===== config.mk =====
export PLATFORM = sky130hd
export DESIGN_NAME = systolic_result_drain
export DESIGN_NICKNAME = d
export VERILOG_FILES = /design/src/rtl/systolic_pkg.sv /design/src/rtl/drain_index_counter.sv /design/src/rtl/systolic_result_drain.sv
export SDC_FILE = /design/constraint.sdc
export NUM_CORES = 1
export LEC_CHECK = 0
export BUFFER_PORTS_ARGS = -buffer_cell sky130_fd_sc_hd__buf_2
export CORE_AREA = 2 2 131 101
export CTS_BUF_LIST = sky130_fd_sc_hd__clkbuf_4 sky130_fd_sc_hd__clkbuf_8
export DETAILED_ROUTE_END_ITERATION = 8
export DIE_AREA = 0 0 133 103
export HOLD_SLACK_MARGIN = 0.12
export PLACE_DENSITY = 0.86
export SLEW_MARGIN = 5
export SYNTH_ARGS = -nofsm -noshare
export SYNTH_HDL_FRONTEND = slang
export SYNTH_SLANG_ARGS = --single-unit

===== constraint.sdc =====
create_clock -name clk -period 4.84 [get_ports clk]
set_input_delay 0.968 -clock clk [delete_from_list [all_inputs] [get_ports clk]]
set_output_delay 0.968 -clock clk [all_outputs]
set_load 0.01 [all_outputs]

===== src/rtl/systolic_pkg.sv =====
`default_nettype none
// ============================================================================
//  Module   : systolic_pkg
//  Purpose  : Shared definitions for the systolic result drain: default array
//             geometry, drain FSM state encoding and a width helper.
//  Ports    : none (package)
//  Revision : 1.0 - initial release
// ============================================================================
package systolic_pkg;

    localparam int DEFAULT_ROWS       = 3;
    localparam int DEFAULT_COLS       = 3;
    localparam int DEFAULT_DATA_WIDTH = 16;

    typedef enum logic [1:0] {
        ST_IDLE   = 2'd0,
        ST_STREAM = 2'd1,
        ST_DONE   = 2'd2
    } drain_state_e;

    // Bits needed to index n items, never less than one so that a
    // degenerate 1-row or 1-column array still has a real index port.
    function automatic int clog2_min1(input int n);
        return (n <= 2) ? 1 : $clog2(n);
    endfunction

endpackage : systolic_pkg
`default_nettype wire


===== src/rtl/drain_index_counter.sv =====
`default_nettype none
// ============================================================================
//  Module   : drain_index_counter
//  Purpose  : Row-major row/column walker for the result drain. Column wraps
//             COLS-1 -> 0 and carries into the row; the row wraps to 0 after
//             the final element so the counter is back at (0,0) afterwards.
//  Ports    : clk, rstn      - clock, async active-low reset
//             clear          - force (0,0); wins over advance
//             advance        - step to the next element
//             row, col       - current element indices
//             last           - current element is (ROWS-1, COLS-1)
//  Revision : 1.0 - initial release
// ============================================================================
module drain_index_counter #(
    parameter int ROWS  = 3,
    parameter int COLS  = 3,
    parameter int ROW_W = 2,
    parameter int COL_W = 2
) (
    input  logic             clk,
    input  logic             rstn,
    input  logic             clear,
    input  logic             advance,
    output logic [ROW_W-1:0] row,
    output logic [COL_W-1:0] col,
    output logic             last
);

    localparam logic [ROW_W-1:0] ROW_MAX = ROW_W'(ROWS - 1);
    localparam logic [COL_W-1:0] COL_MAX = COL_W'(COLS - 1);

    logic [ROW_W-1:0] row_q, row_d;
    logic [COL_W-1:0] col_q, col_d;

    always_comb begin
        row_d = row_q;
        col_d = col_q;
        if (clear) begin
            row_d = '0;
            col_d = '0;
        end else if (advance) begin
            if (col_q == COL_MAX) begin
                col_d = '0;
                row_d = (row_q == ROW_MAX) ? '0 : row_q + ROW_W'(1);
            end else begin
                col_d = col_q + COL_W'(1);
            end
        end
    end

    always_ff @(posedge clk or negedge rstn) begin
        if (!rstn) begin
            row_q <= '0;
            col_q <= '0;
        end else begin
            row_q <= row_d;
            col_q <= col_d;
        end
    end

    assign row  = row_q;
    assign col  = col_q;
    assign last = (row_q == ROW_MAX) && (col_q == COL_MAX);

endmodule : drain_index_counter
`default_nettype wire


===== src/rtl/systolic_result_drain.sv =====
`default_nettype none
// ============================================================================
//  Module   : systolic_result_drain
//  Purpose  : Snapshots the ROWS x COLS signed accumulators on start and
//             streams them out row-major over valid/ready, tagged with row,
//             column and last. The array may keep accumulating meanwhile.
//  Ports    : clk, rstn      - clock, async active-low reset
//             start          - snapshot + drain request (IDLE only)
//             flush          - synchronous abort back to IDLE, no done
//             in_data        - flattened accumulators, (r,c) at
//                              [(r*COLS+c)*DATA_WIDTH +: DATA_WIDTH]
//             out_data/out_row/out_col/out_last/out_spike, out_valid,
//             out_ready      - result stream
//             busy           - STREAM or DONE
//             done           - one-cycle pulse after the final handshake
//  Macro    : DRAIN_SPIKE_EN - when defined, out_spike flags words with
//             signed value >= THRESHOLD; otherwise out_spike is tied low.
//  Revision : 1.0 - initial release
// ============================================================================
module systolic_result_drain
    import systolic_pkg::*;
#(
    parameter  int ROWS       = DEFAULT_ROWS,
    parameter  int COLS       = DEFAULT_COLS,
    parameter  int DATA_WIDTH = DEFAULT_DATA_WIDTH,
    parameter  int THRESHOLD  = 0,
    localparam int ROW_W      = clog2_min1(ROWS),
    localparam int COL_W      = clog2_min1(COLS)
) (
    input  logic                            clk,
    input  logic                            rstn,
    input  logic                            start,
    input  logic                            flush,
    input  logic [ROWS*COLS*DATA_WIDTH-1:0] in_data,
    output logic [DATA_WIDTH-1:0]           out_data,
    output logic                            out_valid,
    input  logic                            out_ready,
    output logic [ROW_W-1:0]                out_row,
    output logic [COL_W-1:0]                out_col,
    output logic                            out_last,
    output logic                            out_spike,
    output logic                            busy,
    output logic                            done
);

    drain_state_e state_q, state_d;

    logic                  load;
    logic                  idx_clear;
    logic                  idx_advance;
    logic [ROW_W-1:0]      row;
    logic [COL_W-1:0]      col;
    logic                  last;

    logic [DATA_WIDTH-1:0] snap_q [ROWS][COLS];
    logic [DATA_WIDTH-1:0] snap_d [ROWS][COLS];

    // ------------------------------------------------------------------
    // FSM
    // ------------------------------------------------------------------
    always_comb begin
        state_d = state_q;
        load    = 1'b0;
        case (state_q)
            ST_IDLE: begin
                if (start) begin
                    state_d = ST_STREAM;
                    load    = 1'b1;
                end
            end
            ST_STREAM: begin
                if (out_ready && last) begin
                    state_d = ST_DONE;
                end
            end
            ST_DONE: begin
                // start here is deliberately not looked at; the next
                // request is honoured from the first IDLE cycle.
                state_d = ST_IDLE;
            end
            default: begin
                state_d = ST_IDLE;
            end
        endcase
        if (flush) begin
            state_d = ST_IDLE;
            load    = 1'b0;
        end
    end

    always_ff @(posedge clk or negedge rstn) begin
        if (!rstn) begin
            state_q <= ST_IDLE;
        end else begin
            state_q <= state_d;
        end
    end

    // ------------------------------------------------------------------
    // Index walker: parked at (0,0) outside STREAM, so the next drain
    // always starts from the first element. A flush swallows any
    // simultaneous handshake.
    // ------------------------------------------------------------------
    assign idx_clear   = flush || (state_q != ST_STREAM);
    assign idx_advance = (state_q == ST_STREAM) && out_ready && !flush;

    drain_index_counter #(
        .ROWS  (ROWS),
        .COLS  (COLS),
        .ROW_W (ROW_W),
        .COL_W (COL_W)
    ) u_index (
        .clk     (clk),
        .rstn    (rstn),
        .clear   (idx_clear),
        .advance (idx_advance),
        .row     (row),
        .col     (col),
        .last    (last)
    );

    // ------------------------------------------------------------------
    // Snapshot: written only on the IDLE->STREAM transition, so in_data
    // changes during a drain never reach the output.
    // ------------------------------------------------------------------
    always_comb begin
        snap_d = snap_q;
        if (load) begin
            for (int r = 0; r < ROWS; r++) begin
                for (int c = 0; c < COLS; c++) begin
                    snap_d[r][c] = in_data[(r*COLS+c)*DATA_WIDTH +: DATA_WIDTH];
                end
            end
        end
    end

    always_ff @(posedge clk or negedge rstn) begin
        if (!rstn) begin
            for (int r = 0; r < ROWS; r++) begin
                for (int c = 0; c < COLS; c++) begin
                    snap_q[r][c] <= '0;
                end
            end
        end else begin
            snap_q <= snap_d;
        end
    end

    // ------------------------------------------------------------------
    // Outputs: all derived from registered state, so they hold steady
    // while out_ready is low.
    // ------------------------------------------------------------------
    assign out_valid = (state_q == ST_STREAM);
    assign out_data  = out_valid ? snap_q[row][col] : '0;
    assign out_row   = row;
    assign out_col   = col;
    assign out_last  = out_valid && last;
    assign busy      = (state_q == ST_STREAM) || (state_q == ST_DONE);
    assign done      = (state_q == ST_DONE);

`ifdef DRAIN_SPIKE_EN
    // The threshold flag is evaluated once at snapshot time and stored
    // next to each word, so it is registered and travels with out_data.
    localparam logic signed [DATA_WIDTH-1:0] THRESHOLD_S = DATA_WIDTH'(THRESHOLD);

    logic spike_q [ROWS][COLS];
    logic spike_d [ROWS][COLS];

    always_comb begin
        spike_d = spike_q;
        if (load) begin
            for (int r = 0; r < ROWS; r++) begin
                for (int c = 0; c < COLS; c++) begin
                    spike_d[r][c] = ($signed(in_data[(r*COLS+c)*DATA_WIDTH +: DATA_WIDTH])
                                     >= THRESHOLD_S);
                end
            end
        end
    end

    always_ff @(posedge clk or negedge rstn) begin
        if (!rstn) begin
            for (int r = 0; r < ROWS; r++) begin
                for (int c = 0; c < COLS; c++) begin
                    spike_q[r][c] <= 1'b0;
                end
            end
        end else begin
            spike_q <= spike_d;
        end
    end

    assign out_spike = out_valid && spike_q[row][col];
`else
    assign out_spike = 1'b0;

    // THRESHOLD has no effect without the spike flag.
    if (THRESHOLD != 0) begin : g_threshold_unused
    end
`endif

endmodule : systolic_result_drain
`default_nettype wire


# Word level (Yosys, flattened, before mapping)
# Cells that the tools add are included.
# W data, S select, Z words.
dict set report word_totals {
  output_inout_bits 25
  in_bits 149
  regBits 150
}
dict set report classes {
  muxes 21
  n_reduce_logical 13
  n_eq_ne 7
  n_addsub 2
  n_bitwise 2
  magnitude_cmp 2
}
# operator n
set ops {}
lappend ops {{$bmux W48 S2} 1}
lappend ops {{$mux W48} 2}
lappend ops {{$mux W16} 3}
lappend ops {{$bmux W16 S2} 1}
lappend ops {{$mux W2} 10}
lappend ops {{$eq A2 B2 Y1 const B} 3}
lappend ops {{$ge A3 B3 Y1 const B} 2}
lappend ops {{$not A2 Y3} 2}
lappend ops {{$logic_and A1 B1 Y1} 5}
lappend ops {{$add A2 B1 Y2 const B} 2}
lappend ops {{$pmux W2 S2} 1}
lappend ops {{$reduce_and A2 Y1} 2}
lappend ops {{$reduce_bool A2 Y1} 2}
lappend ops {{$mux W1} 3}
lappend ops {{$ne A3 B2 Y1 const B} 1}
lappend ops {{$ne A3 B3 Y1 const B} 1}
lappend ops {{$eq A2 B1 Y1 const B} 1}
lappend ops {{$logic_not A2 Y1} 1}
lappend ops {{$logic_or A1 B1 Y1} 2}
lappend ops {{$ne A2 B1 Y1 const B} 1}
lappend ops {{$logic_not A1 Y1} 1}

# Longest topological paths before layout
dict set report depth {
  word_depth 8
  mapped_depth 7
}

# Modules after synthesis
# Synthesis repeated with hierarchy kept, for this count alone.
dict set report unflattened {
  hier_cells 516
  area_unflattened_um2 7397.1
}
# module cells_each seq_area_each_um2 area_per_inst_um2 n_inst
set by_module_without_submodules {}
lappend by_module_without_submodules {systolic_result_drain 498 3653.5 7183.1 1}
lappend by_module_without_submodules {drain_index_counter 18 100.1 214.0 1}

# Worst setup path before layout
# No wires, ideal clock.
dict set report synth_path {
  path_type {register to output}
  startpoint {register state_q[1]}
  endpoint {output port out_data[0]}
  path_stages_with_launch 7
  t_required_ps 3872
  arrival_time_ps 1463
  setup_slack_ps 2409
  cell_sequence {dfrtp_1 > inv_1 > ha_1 > nor2b_1 > buf_1 > buf_2 > a32o_1}
}
dict set report synth_between {
  elab_chain_cells 2
}
# item line
set synth_rtl {}
lappend synth_rtl {{start: declaration} systolic_result_drain.sv:46} ;# drain_state_e state_q, state_d;
lappend synth_rtl {{start signal: assignment} systolic_result_drain.sv:95} ;# state_q <= state_d;
lappend synth_rtl {{$eq A2 B1 Y1} systolic_result_drain.sv:153} ;# assign out_valid = (state_q == ST_STREAM);
lappend synth_rtl {{$mux W16} systolic_result_drain.sv:154} ;# assign out_data = out_valid ? snap_q[row][col] : '0;
lappend synth_rtl {{end: declaration} systolic_result_drain.sv:35} ;# output logic [DATA_WIDTH-1:0] out_data,
# Every way passes these cells.

# Worst setup path after layout
dict set report layout_path {
  startpoint {register u_index.row_q[0] (netlist: u_index.row[0])}
  endpoint {output port out_data[12]}
}
dict set report layout_between {
  elab_chain_cells 8
}
# item line
set layout_rtl {}
lappend layout_rtl {{start: declaration} drain_index_counter.sv:32} ;# logic [ROW_W-1:0] row_q, row_d;
lappend layout_rtl {{start signal: assignment} drain_index_counter.sv:56} ;# row_q <= row_d;
lappend layout_rtl {{$not A2 Y3 (implied by the code)} systolic_result_drain.sv:154}
lappend layout_rtl {{$bmux W48 S2} systolic_result_drain.sv:154}
lappend layout_rtl {{$mux W48 (implied by the code) (2 in series)} systolic_result_drain.sv:154}
lappend layout_rtl {{$bmux W16 S2} systolic_result_drain.sv:154}
lappend layout_rtl {{$mux W16 (implied by the code) (2 in series)} systolic_result_drain.sv:154}
lappend layout_rtl {{$mux W16} systolic_result_drain.sv:154}
# Every way passes these cells. The select of a mux whose other input is x is not followed.

==> run_results.csv <==
group,metric,value,unit
yosys,yosysMostFrequentCell,"dfrtp_1",
yosys,synth.distinct_cells,34,
run,max-cap-violations,0,
yosys,syn_area_per_cell,13.59,um2
yosys,synth_top_area_share,51.72,%
timing,period_share,73.49,%
timing,timing.slew.headroom,24.41,%
detailed_routing,first_pass_iters,4,
global_route,grt_max_degree,145,
timing,skew,0.009939,ns
critical_path,worstPathCellList,"buf_4, mux2i_1, o21ai_0, a32o_1, buf_2",
yosys,synth_edf_count,0,
yosys,synth_warnings,0,
cells_and_area,syn_to_final_growth,18.15,%
worst_hold_path,hold_class,"reg -> reg",
global_route,grt_first_pass_wirelength,27.73,mm
critical_path,slowest_delay,0.69,ns
yosys,yosysTopAreaCell,"dfrtp_1",
clock_tree,cts.clk_slew.worst_paths,0.09,ns
yosys,seq_area_frac_synth,51.72,%
timing,timing.fmax,0.2811,GHz
clock_tree,cts_buffers,17,
critical_path,slowest_stage,"buf_4",
yosys,synth_flop_cell,"dfrtp_1",
clock_tree,ctsHoldBuffers,0,
timing,rsz0062_at_grt,"no",
critical_path,endpoint_kind,"primary output",
clock_tree,root_buffer,"clkbuf_8",
clock_tree,post_cts_resized,0,
yosys,synth_area,0.007258,mm2
power_and_ir_drop,p_leak,3.900,nW
critical_path,arrival,2.59,ns
placed_design,io_buffers,172,
critical_path,critical_path_class,"reg -> out",
detailed_routing,wire_per_inst,20.63,um
global_route,grt_pass1_vias,5022,
detailed_routing,ant_nets,0,
clock_tree,cts_buffer_depth,2,
detailed_routing,drcViolationCount,0,
yosys,synth.net_count,688,
clock_tree,clkLatencyLatePin,0.45,ns
timing,period_needed,3.557,ns
critical_path,ff2ff_setup_slack,2.69,ns
global_route,antenna_found_initial,1,
detailed_routing,viasPerCell,5.727,
power_and_ir_drop,vdd_drop_max,0.0002530,V
cells_and_area,drive_gt1_share,51.07,%
critical_path,path_max_fanout,52,
die,die_x,133,um
cells_and_area,final_cell_area,0.008576,mm2
timing,drv_slew,0,
detailed_routing,drt_iter0_markers,330,
critical_path,critPathLaunchType,"flop",
die,ioPinCount,174,
cells_and_area,finalNetCount,844,
clock_tree,cts_tree,"yes",
cells_and_area,final_core_util,68.24,%
status,status,"completed",
yosys,synthArstFlopShare,100.0,%
timing,timing.setup.tns,0,ns
clock_tree,cts_setup_buffers,0,
placed_design,dp_cells,842,
yosys,synthTopCellsByArea,"dfrtp_1, mux2_2, mux2_4",
yosys,ys_top_cells_by_count,"dfrtp_1, mux2_2, mux2_4",
worst_hold_path,holdPathStages,1,
die,start_util,57.76,%
detailed_routing,vias,5011,
detailed_routing,wl,18.05,mm
die,core,0.01257,mm2
clock_tree,clock-sinks,150,
timing,final-hold-violation-count,0,
clock_tree,htree_levels,4,
timing,worstMarginPinSlew,1.131,ns
power_and_ir_drop,p_per_area,485.2,mW/mm2
global_route,grt_use_total,27.23,%
placed_design,place_area,0.008135,mm2
global_route,use_met2,42.45,%
timing,hold_ws,0.5097,ns
die,fp-row-count,36,
yosys,synth-seq-cells,150,
placed_design,dpl.hpwl,12.73,mm
yosys,netlist_instances,534,
placed_design,place.gp.congestion,0.8201,
critical_path,critPathRequiredTime,3.87,ns
global_route,grt_use_met3,9.046,%
critical_path,rr_worst_depth,5,
global_route,global_route.usage.met1,37.65,%
die,die_area,0.01370,mm2
global_route,grt-ovfl-total,0,
cells_and_area,stdcell_count,875,
global_route,busiest_layer,"met2",
die,dieHeight,103,um
timing,setup_viol,0,
[logic make-up (layout without fill, tap and decap cells)]
logic type                 after synthesis  after routing  synth area share, %
AOI/OAI and AO/OA                       86             86                7.671
adders and majority gates                5              5               0.8619
buffers and inverters                   44            213                3.930
DFF                                    150            150                51.72
muxes                                  193            193                32.20
other                                    1              2              0.05167
and+or+nand+nor                         55             55                3.569
[placed cells by master (no fill, tap or decap), drive strengths merged, types with 2 or more instances in the layout]
cell type  synthesis  layout
a21oi             21      21
mux2i             49      49
clkinvlp           0       3
bufinv             0       4
nand2b             3       3
inv                2       4
ha                 5       5
a32o              16      16
nand3              2       2
nor3               2       2
o21ai             32      32
nand2             36      36
o211ai            16      16
clkinv             0       6
buf               32     179
nor2               2       2
dfrtp            150     150
nor2b              3       3
mux2             144     144
clkbuf            10      17
[state kept, by name, summed over array words and instances (netlist names)]
signal and count:
u_index.row 2, state_q 2, u_index.col 2, snap_q 144
[layer usage]
layer / wire [um] / share of wire, %
met5: 0 / 0
met4: 204 / 1.1
met3: 1685 / 9.3
met2: 8270 / 46
met1: 7891 / 44
[cell type report]
| type | instances | area [um2] |
|---|---|---|
| Multi-Input combinational cell | 340 | 3227 |
| Fill cell | 901 | 3991 |
| Timing Repair Buffer | 179 | 932.1 |
| Clock inverter | 15 | 203.9 |
| Tap cell | 171 | 214.0 |
| Clock buffer | 17 | 234.0 |
| Antenna cell | 1 | 2.502 |
| Sequential cell | 150 | 3755 |
| Inverter | 2 | 7.507 |
[power breakdown]
| group | total, mW | switching (mW) | internal, mW |
|---|---|---|---|
| registers | 1.97 | 0.276 | 1.70 |
| clock network | 1.06 | 0.493 | 0.565 |
| logic | 1.13 | 0.456 | 0.673 |
[through the flow]
| step | setup WS [ns] | total power, mW |
|---|---|---|
| CTS | 1.285 | 4.169 |
| floorplan | 2.409 | 2.720 |
| global placement | 1.828 | 3.037 |
| global route | 1.117 | 4.366 |
| detailed placement | 1.822 | 3.105 |
| finish | 1.283 | 4.161 |
[worst max-delay path: cells and delay by family (launching register included)]
family	cells	cell delay (ns)
buf+inv	2	0.84
compound gates	2	0.47
flops	1	0.39
mux	1	0.39
[path summary, 6_finish.rpt]
kind,startpoint,end
min reg2reg,snap_q[127]$_DFFE_PN0P_,snap_q[127]$_DFFE_PN0P_
max,u_index.row[0]$_DFFE_PN0P_,out_data[12]
min in group asynchronous,rstn,snap_q[70]$_DFFE_PN0P_
max in group asynchronous,rstn,snap_q[53]$_DFFE_PN0P_
min,snap_q[127]$_DFFE_PN0P_,snap_q[127]$_DFFE_PN0P_
max reg2reg,state_q[0]$_DFFE_PN0P_,snap_q[104]$_DFFE_PN0P_
Power figures use the tool's default switching activity.
